## src/rtl/mpu_alu_ctl.sv

```systemverilog
// Command sequencer for mpu_alu: masks operands, holds them for the ALU,
// samples res/flags and returns them on a valid/ready response port.
module mpu_alu_ctl #(
   parameter int WAIT_CYCLES = 1,
   parameter int CNT_W       = 16
) (
   input  logic             sys_clk,
   input  logic             sys_rst,
   input  logic             cmd_valid,
   output logic             cmd_ready,
   input  logic [3:0]       cmd_op,
   input  logic [1:0]       cmd_size,
   input  logic [63:0]      cmd_o0,
   input  logic [63:0]      cmd_o1,
   input  logic [63:0]      cmd_o2,
   output logic [3:0]       alu_op,
   output logic [1:0]       alu_size,
   output logic [63:0]      alu_o0,
   output logic [63:0]      alu_o1,
   output logic [63:0]      alu_o2,
   input  logic [63:0]      alu_res,
   input  logic [7:0]       alu_flags,
   output logic             rsp_valid,
   input  logic             rsp_ready,
   output logic [63:0]      rsp_res,
   output logic [7:0]       rsp_flags,
   output logic [CNT_W-1:0] hit_cnt,
   input  logic             hit_clr,
   output logic             busy
);

   localparam int WCW = (WAIT_CYCLES < 2) ? 1 : $clog2(WAIT_CYCLES + 1);

   typedef enum logic [1:0] {
      IDLE = 2'd0,
      HOLD = 2'd1,
      RESP = 2'd2
   } state_e;

   state_e           state_q, state_d;
   logic [WCW-1:0]   wait_q, wait_d;
   logic [3:0]       op_q, op_d;
   logic [1:0]       size_q, size_d;
   logic [63:0]      o0_q, o0_d;
   logic [63:0]      o1_q, o1_d;
   logic [63:0]      o2_q, o2_d;
   logic             rsp_valid_q, rsp_valid_d;
   logic [63:0]      res_q, res_d;
   logic [7:0]       flags_q, flags_d;
   logic [CNT_W-1:0] hit_q, hit_d;

   function automatic logic [63:0] size_mask(input logic [1:0] s);
      logic [63:0] m;
      unique case (s)
         2'b00:   m = 64'h0000_0000_0000_00FF;
         2'b01:   m = 64'h0000_0000_0000_FFFF;
         2'b10:   m = 64'h0000_0000_FFFF_FFFF;
         default: m = '1;
      endcase
      return m;
   endfunction

   always_comb begin
      state_d     = state_q;
      wait_d      = wait_q;
      op_d        = op_q;
      size_d      = size_q;
      o0_d        = o0_q;
      o1_d        = o1_q;
      o2_d        = o2_q;
      rsp_valid_d = rsp_valid_q;
      res_d       = res_q;
      flags_d     = flags_q;
      hit_d       = hit_q;
      case (state_q)
         IDLE: begin
            if (cmd_valid) begin
               op_d    = cmd_op;
               size_d  = cmd_size;
               o0_d    = cmd_o0 & size_mask(cmd_size);
               o1_d    = cmd_o1 & size_mask(cmd_size);
               o2_d    = cmd_o2 & size_mask(cmd_size);
               wait_d  = WCW'(WAIT_CYCLES);
               state_d = HOLD;
            end
         end
         HOLD: begin
            wait_d = wait_q - WCW'(1);
            if (wait_q == WCW'(1)) begin
               res_d       = alu_res & size_mask(size_q);
               flags_d     = alu_flags;
               rsp_valid_d = 1'b1;
               state_d     = RESP;
               if (alu_flags[0] && (hit_q != {CNT_W{1'b1}}))
                  hit_d = hit_q + CNT_W'(1);
            end
         end
         RESP: begin
            if (rsp_ready) begin
               rsp_valid_d = 1'b0;
               state_d     = IDLE;
            end
         end
         default: state_d = IDLE;
      endcase
      // clear wins over a same-cycle increment
      if (hit_clr)
         hit_d = '0;
   end

   always_ff @(posedge sys_clk or posedge sys_rst) begin
      if (sys_rst) begin
         state_q     <= IDLE;
         wait_q      <= '0;
         op_q        <= '0;
         size_q      <= '0;
         o0_q        <= '0;
         o1_q        <= '0;
         o2_q        <= '0;
         rsp_valid_q <= 1'b0;
         res_q       <= '0;
         flags_q     <= '0;
         hit_q       <= '0;
      end else begin
         state_q     <= state_d;
         wait_q      <= wait_d;
         op_q        <= op_d;
         size_q      <= size_d;
         o0_q        <= o0_d;
         o1_q        <= o1_d;
         o2_q        <= o2_d;
         rsp_valid_q <= rsp_valid_d;
         res_q       <= res_d;
         flags_q     <= flags_d;
         hit_q       <= hit_d;
      end
   end

   assign cmd_ready = (state_q == IDLE);
   assign busy      = (state_q != IDLE);
   assign alu_op    = op_q;
   assign alu_size  = size_q;
   assign alu_o0    = o0_q;
   assign alu_o1    = o1_q;
   assign alu_o2    = o2_q;
   assign rsp_valid = rsp_valid_q;
   assign rsp_res   = res_q;
   assign rsp_flags = flags_q;
   assign hit_cnt   = hit_q;

endmodule

```

## config.mk

```make
export PLATFORM = sky130hd
export DESIGN_NAME = mpu_alu_ctl
export DESIGN_NICKNAME = d
export VERILOG_FILES = /design/src/rtl/mpu_alu_ctl.sv
export SDC_FILE = /design/constraint.sdc
export NUM_CORES = 1
export LEC_CHECK = 0
export ABC_CLOCK_PERIOD_IN_PS = 9600
export BUFFER_PORTS_ARGS = -buffer_cell sky130_fd_sc_hd__clkbuf_2
export CAP_MARGIN = 5
export CORE_AREA = 4 4 219 221
export CTS_CLUSTER_SIZE = 30
export DETAILED_ROUTE_END_ITERATION = 8
export DIE_AREA = 0 0 223 225
export GPL_TIMING_DRIVEN = 0
export PLACE_DENSITY = 0.61
export SETUP_SLACK_MARGIN = 0.15
export SYNTH_ARGS = -nofsm -noshare
export SYNTH_HDL_FRONTEND = slang
export SYNTH_SLANG_ARGS = --single-unit
```

## constraint.sdc

```tcl
create_clock -name sys_clk -period 9.6 [get_ports sys_clk]
set_input_delay 0 -clock sys_clk [delete_from_list [all_inputs] [get_ports sys_clk]]
set_output_delay 0 -clock sys_clk [all_outputs]
set_load 0.02 [all_outputs]
```

# Word level (Yosys, flattened, before mapping)
# Cells that the tools add are included.
# totals
reg_bits,290
# op_classes
n_mux,19
bitwise,4
eq_ne,10
addsub,2
n_reduce_logical,16
# ops
operator,count
64-bit one-hot mux with 3 select lines,2
64-bit bitwise AND,4
64-bit 2-to-1 mux,4
16-bit 2-to-1 mux,4
16-bit by 1-bit adder with 16-bit output (second input constant),1
16-bit inequality test (second input constant),1
2-bit nonzero test,6
3-bit AND reduction,3
2-bit by 1-bit == test with 1-bit output (second input constant),3
2-bit == test (second input constant),3
2-bit logical NOT,3
2-bit 2-to-1 mux,3
2-bit inequality test (second input constant),3
2-bit one-hot mux with 3 select lines,1
2-bit AND reduction,3
1-bit one-hot mux with 2 select lines,2
1-bit 2-to-1 mux,3
1-bit logical AND,1
1-bit subtractor (second input constant),1

# Logic depth before layout (Yosys ltp)
# Gate-level depths: netlist of run 1.
# logic_depth
depth_word,6
ltp_mapped,8
ltp_nobuf,5

# Worst setup path after synthesis of run 1
# Ideal clock, no wire load.
# synth_path
path_type,register to register
startpoint,"register hit_q[0], in the netlist hit_cnt[0]"
endpoint,"register hit_q[2], in the netlist hit_cnt[2]"
path_stages_with_launch,7
arrival_time_ns,1.821
required_time_ns,9.475
path_buffers,1
setup_slack_ns,7.653
cell_sequence,dfrtp_1 > ha_1 > nand4_2 > nor4_4 > buf_6 > nor3b_2 > mux2_4
# synth_between
elab_chain_cells,5
# synth_rtl
element,line,rtl
from (decl),50,"logic [CNT_W-1:0] hit_q, hit_d;"
from (signal assigned),135,hit_q <= hit_d;
16-bit by 1-bit adder with 16-bit output,95,hit_d = hit_q + CNT_W'(1);
16-bit 2-to-1 mux,94,if (alu_flags[0] && (hit_q != {CNT_W{1'b1}}))
16-bit 2-to-1 mux,89,if (wait_q == WCW'(1)) begin
16-bit 2-to-1 mux,75,case (state_q)
16-bit 2-to-1 mux,107,if (hit_clr)
# Parallel ways exist; a longest one is shown, timed or not. The select of a mux whose other input is x is not followed.
# A chain may end at the register's enable or synchronous reset.

# Final worst setup path of run 1
# layout_path
startpoint,register state_q[0]
endpoint,"register o2_q[11], in the netlist alu_o2[11]"
# layout_between
elab_chain_cells,2
# layout_rtl
element,line,rtl
from (decl),40,"state_e state_q, state_d;"
from (signal assigned),125,state_q <= state_d;
2-bit logical NOT,75,
2-bit AND reduction (no source line),--,
to (signal assigned),119,o2_q <= '0;
to (signal assigned),131,o2_q <= o2_d;
to (decl),46,"logic [63:0] o2_q, o2_d;"
# Every way passes these cells.

==> out/results.tsv, run 1 <==
metric	value	unit
status	finished clean	
Clock Pin Slew Worst Setup and Hold Paths	0.06	ns
DRC Markers	0	
Worst Setup Path Type	reg2reg	
Netlist Area Pre-Place	11600	sq um
post-CTS resize count	0	
die width	223	microns
Synth Instances	1196	
register area share after synthesis	62.7	%
CTS buffer count	34	
FFs w/ async S/R, synth	100	%
drt pass-1 iters	5	
GR Util met2	32.8	%
final setup fails	0	
GR Layer Usage met1	21.2	%
max cap viols	0	
Critical Path Source Type	register	
worst vdd ir	0.218	mV
worst slew pin tran	1.09	ns
die height	225	microns
biggest area consumer among synthesized cells	dfrtp_1	
Post-DP HPWL	34800	microns
worst-path maximum fanout	11	
synth unique cells	36	
NumNets Final	2344	
P_leak	0.00950	uW
Clock Skew	0.0232	ns
Post-synth EDFFs	0	
met3 GRT Util	5.12	%
max-slew violations	0	
CP startpoint	state_q[0]$_DFFE_PP0P_	
min Tclk post-route	2.60	ns
share of layout cells above drive strength 1	33.5	%
Mapped Avg Cell Area	9.68	sq um
f_max	0.385	GHz
post-detailed-route wirelength per cell	17.9	microns
Routed Antenna Nets	0	
Clk Latency, worst-skew pair	0.53	ns
Routed WL	48400	microns
Critical R2R Capture	alu_o2[11]$_DFFE_PP0P_	
Power Density	286	nW/um^2
first-pass GRT wire length	74300	microns
CTS sink cnt	290	
Syn Nets	1472	
Worst setup endpoint	alu_o2[11]$_DFFE_PP0P_	
number of global-route vias before repair	12900	
die area	50200	sq um
total vias in the final route	12100	
GRT overflow	0	
GRT busiest layer	met2	
R2R Path Start	state_q[0]$_DFFE_PP0P_	
r2r setup slk	7.00	ns
Rel. slew slack	27.4	%
# IOs	564	
Synth Flop Type	dfrtp_1	
Placed Cells	2367	
flops & latches, synth	290	
setup tns final	0	ns
crit path capture type	register	
DR iter-0 viols	625	
Tightest Hold Check Type	in2async	
core area	46200	sq um
Setup Fix Bufs, Post-CTS	0	
Vias/cell	4.48	
CTS tree	done	
Layout Utilization	41.3	%
number of buffers added on ports	562	
Layout Area Growth over Synthesis	64.8	%
FF-to-FF path depth	8	
RSZ-0062 raised after global routing	no	
RePlAce Congestion	0.913	
Synth warnings	0	
Starting Density	25.1	%
antenna violations before repair	1	
final worst path period share	27.0	%
largest net degree at the start of global routing	120	
clk buf depth	3	
share of the synthesized area in the top cell type	62.7	%
CTS Root Cell	clkbuf_16	
CP required	10.02	ns
Overall Global Routing Usage	18.6	%
non-filler cells, final	2701	
H-Tree Depth	2	
Hold Vio Cnt, Final	0	
arrival time at the worst endpoint	3.02	ns
number of placement rows	79	
top post-synthesis cells by area	dfrtp_1 (63%), nand2_1 (15%), o21ai_0 (9.9%)	
-- cell usage in the layout (no fill, tap or decap), types with 4 or more instances in the layout --
cell,instances
dlygate4sd3_1,272
mux2_2,48
nor2b_1,4
o21ai_0,228
or3_1,4
o31ai_1,7
clkbuf_1,64
a21oi_1,11
nor4_1,4
clkinv_2,8
nand2_1,455
clkbuf_8,7
clkbuf_16,35
nand3_1,6
nor2_1,13
nand4_1,4
or4_1,6
clkbuf_2,563
dfrtp_1,290
buf_2,24
-- power breakdown --
part / total [uW] / leakage [uW] / internal [uW] / switching (uW)
Combinational: 2170 / 0.00515 / 707 / 1460
Sequential: 1950 / 0.00378 / 1670 / 277
Clock: 1330 / 0.000572 / 805 / 528
Total: 5450 / 0.00950 / 3190 / 2260
-- flip-flops by register name, indices dropped and copies added, names as in the netlist --
register	cells
rsp_valid	1
rsp_flags	8
state_q	2
alu_o2	64
alu_op	4
alu_o0	64
rsp_res	64
alu_o1	64
wait_q	1
alu_size	2
hit_cnt	16
-- cell usage after synthesis (3+ instances only) --
cell and n:
o31ai_1 7, or3_1 4, inv_1 4, nor2b_1 4
or4_1 6, mux2_2 48, o21ai_0 228, clkbuf_1 59
buf_2 24, nand3_1 6, buf_1 3, nor4_1 4
dfrtp_1 290, nor2_1 13, or2_2 3, nand2b_1 3
nand2_1 455, a21oi_1 11, nand4_1 4
-- layer usage --
layer  vias up  part of all wire (%)
met5         -                     0
met4         0                   4.4
met3       111                   7.3
met2       543                    50
met1      5767                    38
li1       5678                     -
-- cell families after synthesis --
group,share of synthesized area [%]
compound gates,11.0
fa+ha+maj,0.108
buf+inv,3.32
flops,62.7
mux,4.97
simple gates,17.9
-- layout make-up --
class                      count  area (sq um)
buffer                        88           369
tap                          607           759
inverter                       4          22.5
timing repair buffer         836          5590
clock inverter                13           150
clock buffer                  47           991
antenna                        2          5.00
fill                        4421         27100
sequential                   290          7260
multi-input combinational    814          3930
-- how the worst min path moves through the flow --
stage,from,cells past startpoint,slack [ns],end
after global placement,rsp_ready,2,0.22,state_q[1]$_DFFE_PP0P_
after global routing,sys_rst,3,0.11,alu_o2[17]$_DFFE_PP0P_
after CTS,sys_rst,3,0.05,rsp_res[21]$_DFFE_PP0P_
after detailed placement,sys_rst,2,0.07,rsp_res[7]$_DFFE_PP0P_
final,sys_rst,3,0.09,rsp_res[2]$_DFFE_PP0P_
after floorplan,rsp_ready,1,0.11,state_q[1]$_DFFE_PP0P_
-- stage by stage --
step           power (uW)  area (sq um)  setup WS, ns  hold WS, ns
3_5_place_dp         4040         15200          6.83       0.0694
5_1_grt              5770         19100          6.68        0.113
3_3_place_gp         4000         15100         -1.83        0.219
6_report             5450         19100          7.00       0.0940
2_1_floorplan        3120         11600          1.59        0.107
4_1_cts              5490         19100          6.82       0.0548
-- what timing repair did --
item                       4_1_cts  5_1_grt
setup endpoints to repair        0        0
hold buffers                   272        0
hold endpoints to repair       333        0
-- critical path, stage by stage (launching register included) --
cell	delay [ns]
dfrtp_1	0.32
buf_2	0.16
nor2_1	0.10
nand2_1	0.41
buf_2	0.38
buf_2	0.38
buf_2	0.53
nand2_1	0.09
o21ai_0	0.11
(Power assumes the default switching activity.)
==> run 2: changes to the inputs <==
==> config.mk (replaced) <==
export PLATFORM = sky130hd
export DESIGN_NAME = mpu_alu_ctl
export DESIGN_NICKNAME = d
export VERILOG_FILES = /design/src/rtl/mpu_alu_ctl.sv
export SDC_FILE = /design/constraint.sdc
export NUM_CORES = 1
export LEC_CHECK = 0
export ABC_AREA = 1
export ABC_CLOCK_PERIOD_IN_PS = 2650
export BUFFER_PORTS_ARGS = -buffer_cell sky130_fd_sc_hd__clkbuf_2
export CAP_MARGIN = 5
export CORE_AREA = 4 4 218 220
export CTS_CLUSTER_SIZE = 30
export DETAILED_ROUTE_END_ITERATION = 8
export DIE_AREA = 0 0 222 224
export GPL_TIMING_DRIVEN = 0
export PLACE_DENSITY = 0.62
export SETUP_SLACK_MARGIN = 0.15
export SYNTH_ARGS = -nofsm -noshare
export SYNTH_HDL_FRONTEND = slang
export SYNTH_SLANG_ARGS = --single-unit
==> constraint.sdc (replaced) <==
create_clock -name sys_clk -period 2.65 [get_ports sys_clk]
set_input_delay 0 -clock sys_clk [delete_from_list [all_inputs] [get_ports sys_clk]]
set_output_delay 0 -clock sys_clk [all_outputs]
set_load 0.02 [all_outputs]
==> out/results.tsv, run 2 <==
metric	value	unit	change
status	finished clean		
f_max	0.487	GHz	+26%
H-Tree Depth	2		unchanged
DRC Markers	0		unchanged
post-detailed-route wirelength per cell	17.3	microns	-3.4%
Rel. slew slack	36.8	%	+9.4 points
Clock Skew	0.0117	ns	-0.0115 ns
largest net degree at the start of global routing	43		-64%
CP bufs+invs	3		-1
CP required	3.01	ns	-7.01 ns
GR Util met2	33.0	%	+0.16 points
Synth Flop Type	dfrtp_1		
Synth Instances	1338		+12%
Setup WS pre-CTS	0.537	ns	-6.29 ns
Critical Path Source Type	register		
FFs w/ async S/R, synth	100	%	unchanged
met3 GRT Util	5.14	%	+0.018 points
total vias in the final route	12900		+6.8%
P_leak	0.00995	uW	+4.7%
GRT overflow	0		unchanged
CTS sink cnt	290		unchanged
Vias/cell	4.55		+1.6%
core area	45300	sq um	-1.9%
Clock Pin Slew Worst Setup and Hold Paths	0.06	ns	about the same
GR Layer Usage met1	21.8	%	+0.63 points
flops & latches, synth	290		unchanged
max cap viols	0		unchanged
final setup fails	0		unchanged
CTS buffer count	35		+2.9%
Critical Path Max Stage Delay	0.44	ns	-0.09 ns
final worst path period share	77.5	%	+50 points
min Tclk post-route	2.05	ns	-0.543 ns
worst-path maximum fanout	10		-1
number of buffers added on ports	562		unchanged
Starting Density	26.0	%	+0.96 points
leading cell types by count after synthesis	nand2_1 (612), dfrtp_1 (290), o21ai_0 (168)		
clk buf depth	3		unchanged
die area	49700	sq um	-0.89%
die height	224	microns	-0.44%
worst setup margin	0.597	ns	-6.41 ns
synth unique cells	26		-28%
Post-DP HPWL	35700	microns	+2.5%
max-slew violations	0		unchanged
most frequent cells in the layout	nand2_1 (612), clkbuf_2 (562), dfrtp_1 (290)		
first-pass GRT wire length	75600	microns	+1.7%
register area share after synthesis	61.6	%	-1.1 points
Layout fillers	4311		-2.5%
DR iter-0 viols	865		+38%
most common cell in the netlist	nand2_1		
Post-synth EDFFs	0		unchanged
Overall Global Routing Usage	18.9	%	+0.28 points
Worst Setup Path Type	reg2reg		
Routed WL	49200	microns	+1.6%
commonest non-fill, non-tap cell in the layout	nand2_1		
worst slew pin tran	0.946	ns	-0.143 ns
Power Density	1050	nW/um^2	+270%
CP delay by family, top	buffers and inverters		
crit path capture type	register		
CTS tree	done		
share of the synthesized area in the top cell type	61.6	%	-1.1 points
Syn Nets	1614		+9.6%
Clk Latency, worst-skew pair	0.53	ns	about the same
Mapped Avg Cell Area	8.81	sq um	-9.0%
NumNets Final	2492		+6.3%
Synth warnings	0		unchanged
Routed Antenna Nets	0		unchanged
# IOs	564		unchanged
top post-synthesis cells by area	dfrtp_1 (62%), nand2_1 (19%), o21ai_0 (7.1%)		
Crit-path slowest cell	dfrtp_1		
share of layout cells above drive strength 1	30.7	%	-2.8 points
antenna violations before repair	1		unchanged
PnR Total Power	20300	uW	+270%
RePlAce Congestion	0.925		+1.3%
number of placement rows	78		-1.3%
Hold Vio Cnt, Final	0		unchanged
drt pass-1 iters	5		unchanged
Layout Area Growth over Synthesis	64.3	%	
worst vdd ir	0.741	mV	+240%
Multi-input gate area	4060	sq um	+3.4%
die width	222	microns	-0.45%
critical-path cell list	nor2_2 > nand2_2 > buf_4 > buf_2 > buf_2 > nand2_1 > o21ai_0		
cell repeated most along the worst path	buf_2		
RSZ-0062 raised after global routing	no		
Netlist Area Pre-Place	11800	sq um	+1.8%
number of global-route vias before repair	13600		+4.7%
arrival time at the worst endpoint	2.41	ns	-0.61 ns
register area	7260	sq um	unchanged
biggest area consumer among synthesized cells	dfrtp_1		
GRT busiest layer	met2		
Tightest Hold Check Type	in2reg		
CTS Root Cell	clkbuf_16		
run 2: repair_timing:
item                      in CTS  in global routing
hold buffers                 272                  0
hold endpoints to repair     325                  0
gates resized for setup        0                  0
buffers inserted               0                  0
run 2: worst paths after layout:
path	slack, ns	cells past startpoint	startpoint	endpoint
worst max-delay path	0.60	7	state_q[1]$_DFFE_PP0P_	alu_o0[44]$_DFFE_PP0P_
worst min-delay path	0.08	4	cmd_size[1]	alu_o2[27]$_DFFE_PP0P_
worst max register to register	0.60	7	state_q[1]$_DFFE_PP0P_	alu_o0[44]$_DFFE_PP0P_
worst min register to register	0.47	2	rsp_valid$_DFFE_PP0P_	rsp_valid$_DFFE_PP0P_
max in group asynchronous	0.87	7	sys_rst	alu_o0[39]$_DFFE_PP0P_
min in group asynchronous	0.23	3	sys_rst	alu_op[3]$_DFFE_PP0P_
run 2: where the power goes:
part           internal (uW)  total [uW]  switching, uW  leakage [uW]
combinational           2570        8270           5700       0.00557
sequential              6110        7140           1030       0.00382
clock                   2990        4870           1880      0.000561
total                  11700       20300           8620       0.00995
run 2: layout make-up:
| type | count | area share (%) |
|---|---|---|
| flip-flops and latches | 290 | 37.5 |
| multi-input cells | 942 | 21.0 |
| well taps | 600 | 3.88 |
| clock inverters | 11 | 0.833 |
| inverters | 17 | 0.355 |
| diodes | 1 | 0.0129 |
| repair buffers | 841 | 29.3 |
| plain buffers | 89 | 2.07 |
| clock buffers | 48 | 5.10 |
run 2: cells by family (layout without fill, tap and decap cells):
family,Yosys count,count (layout),synth area share [%]
flip-flops,290,290,61.6
adder cells (fa/ha/maj),1,1,0.106
other,0,1,0
XOR/XNOR,3,3,0.223
AO/OA/AOI/OAI,233,233,9.98
buffers and inverters,106,1006,3.95
AND/OR/NAND/NOR,705,705,24.2
run 2: worst register-to-register path: cells and delay by family, from the launching register on:
family | cells | cell delay [ns]
AOI/OAI and AO/OA | 1 | 0.14
and+or+nand+nor | 3 | 0.59
DFF | 1 | 0.44
buffers and inverters | 3 | 0.74
run 2: stage by stage:
stage	TNS (ns)	util [%]	hold WS, ns	instances	area (sq um)
final	0	42.8	0.0775	2839	19400
after global routing	0	42.8	0.113	2839	19400
after CTS	0	42.8	0.0734	2838	19400
after detailed placement	0	34.2	0.204	2507	15500
after global placement	-879.50	33.9	0.197	2500	15400
after floorplan	-347.18	-	0.107	1338	11800
run 2: routing by layer:
layer / vias to the layer above / wire (microns)
met5: - / 0
met4: 0 / 2270
met3: 135 / 3870
met2: 628 / 24300
met1: 6123 / 18800
li1: 6039 / -
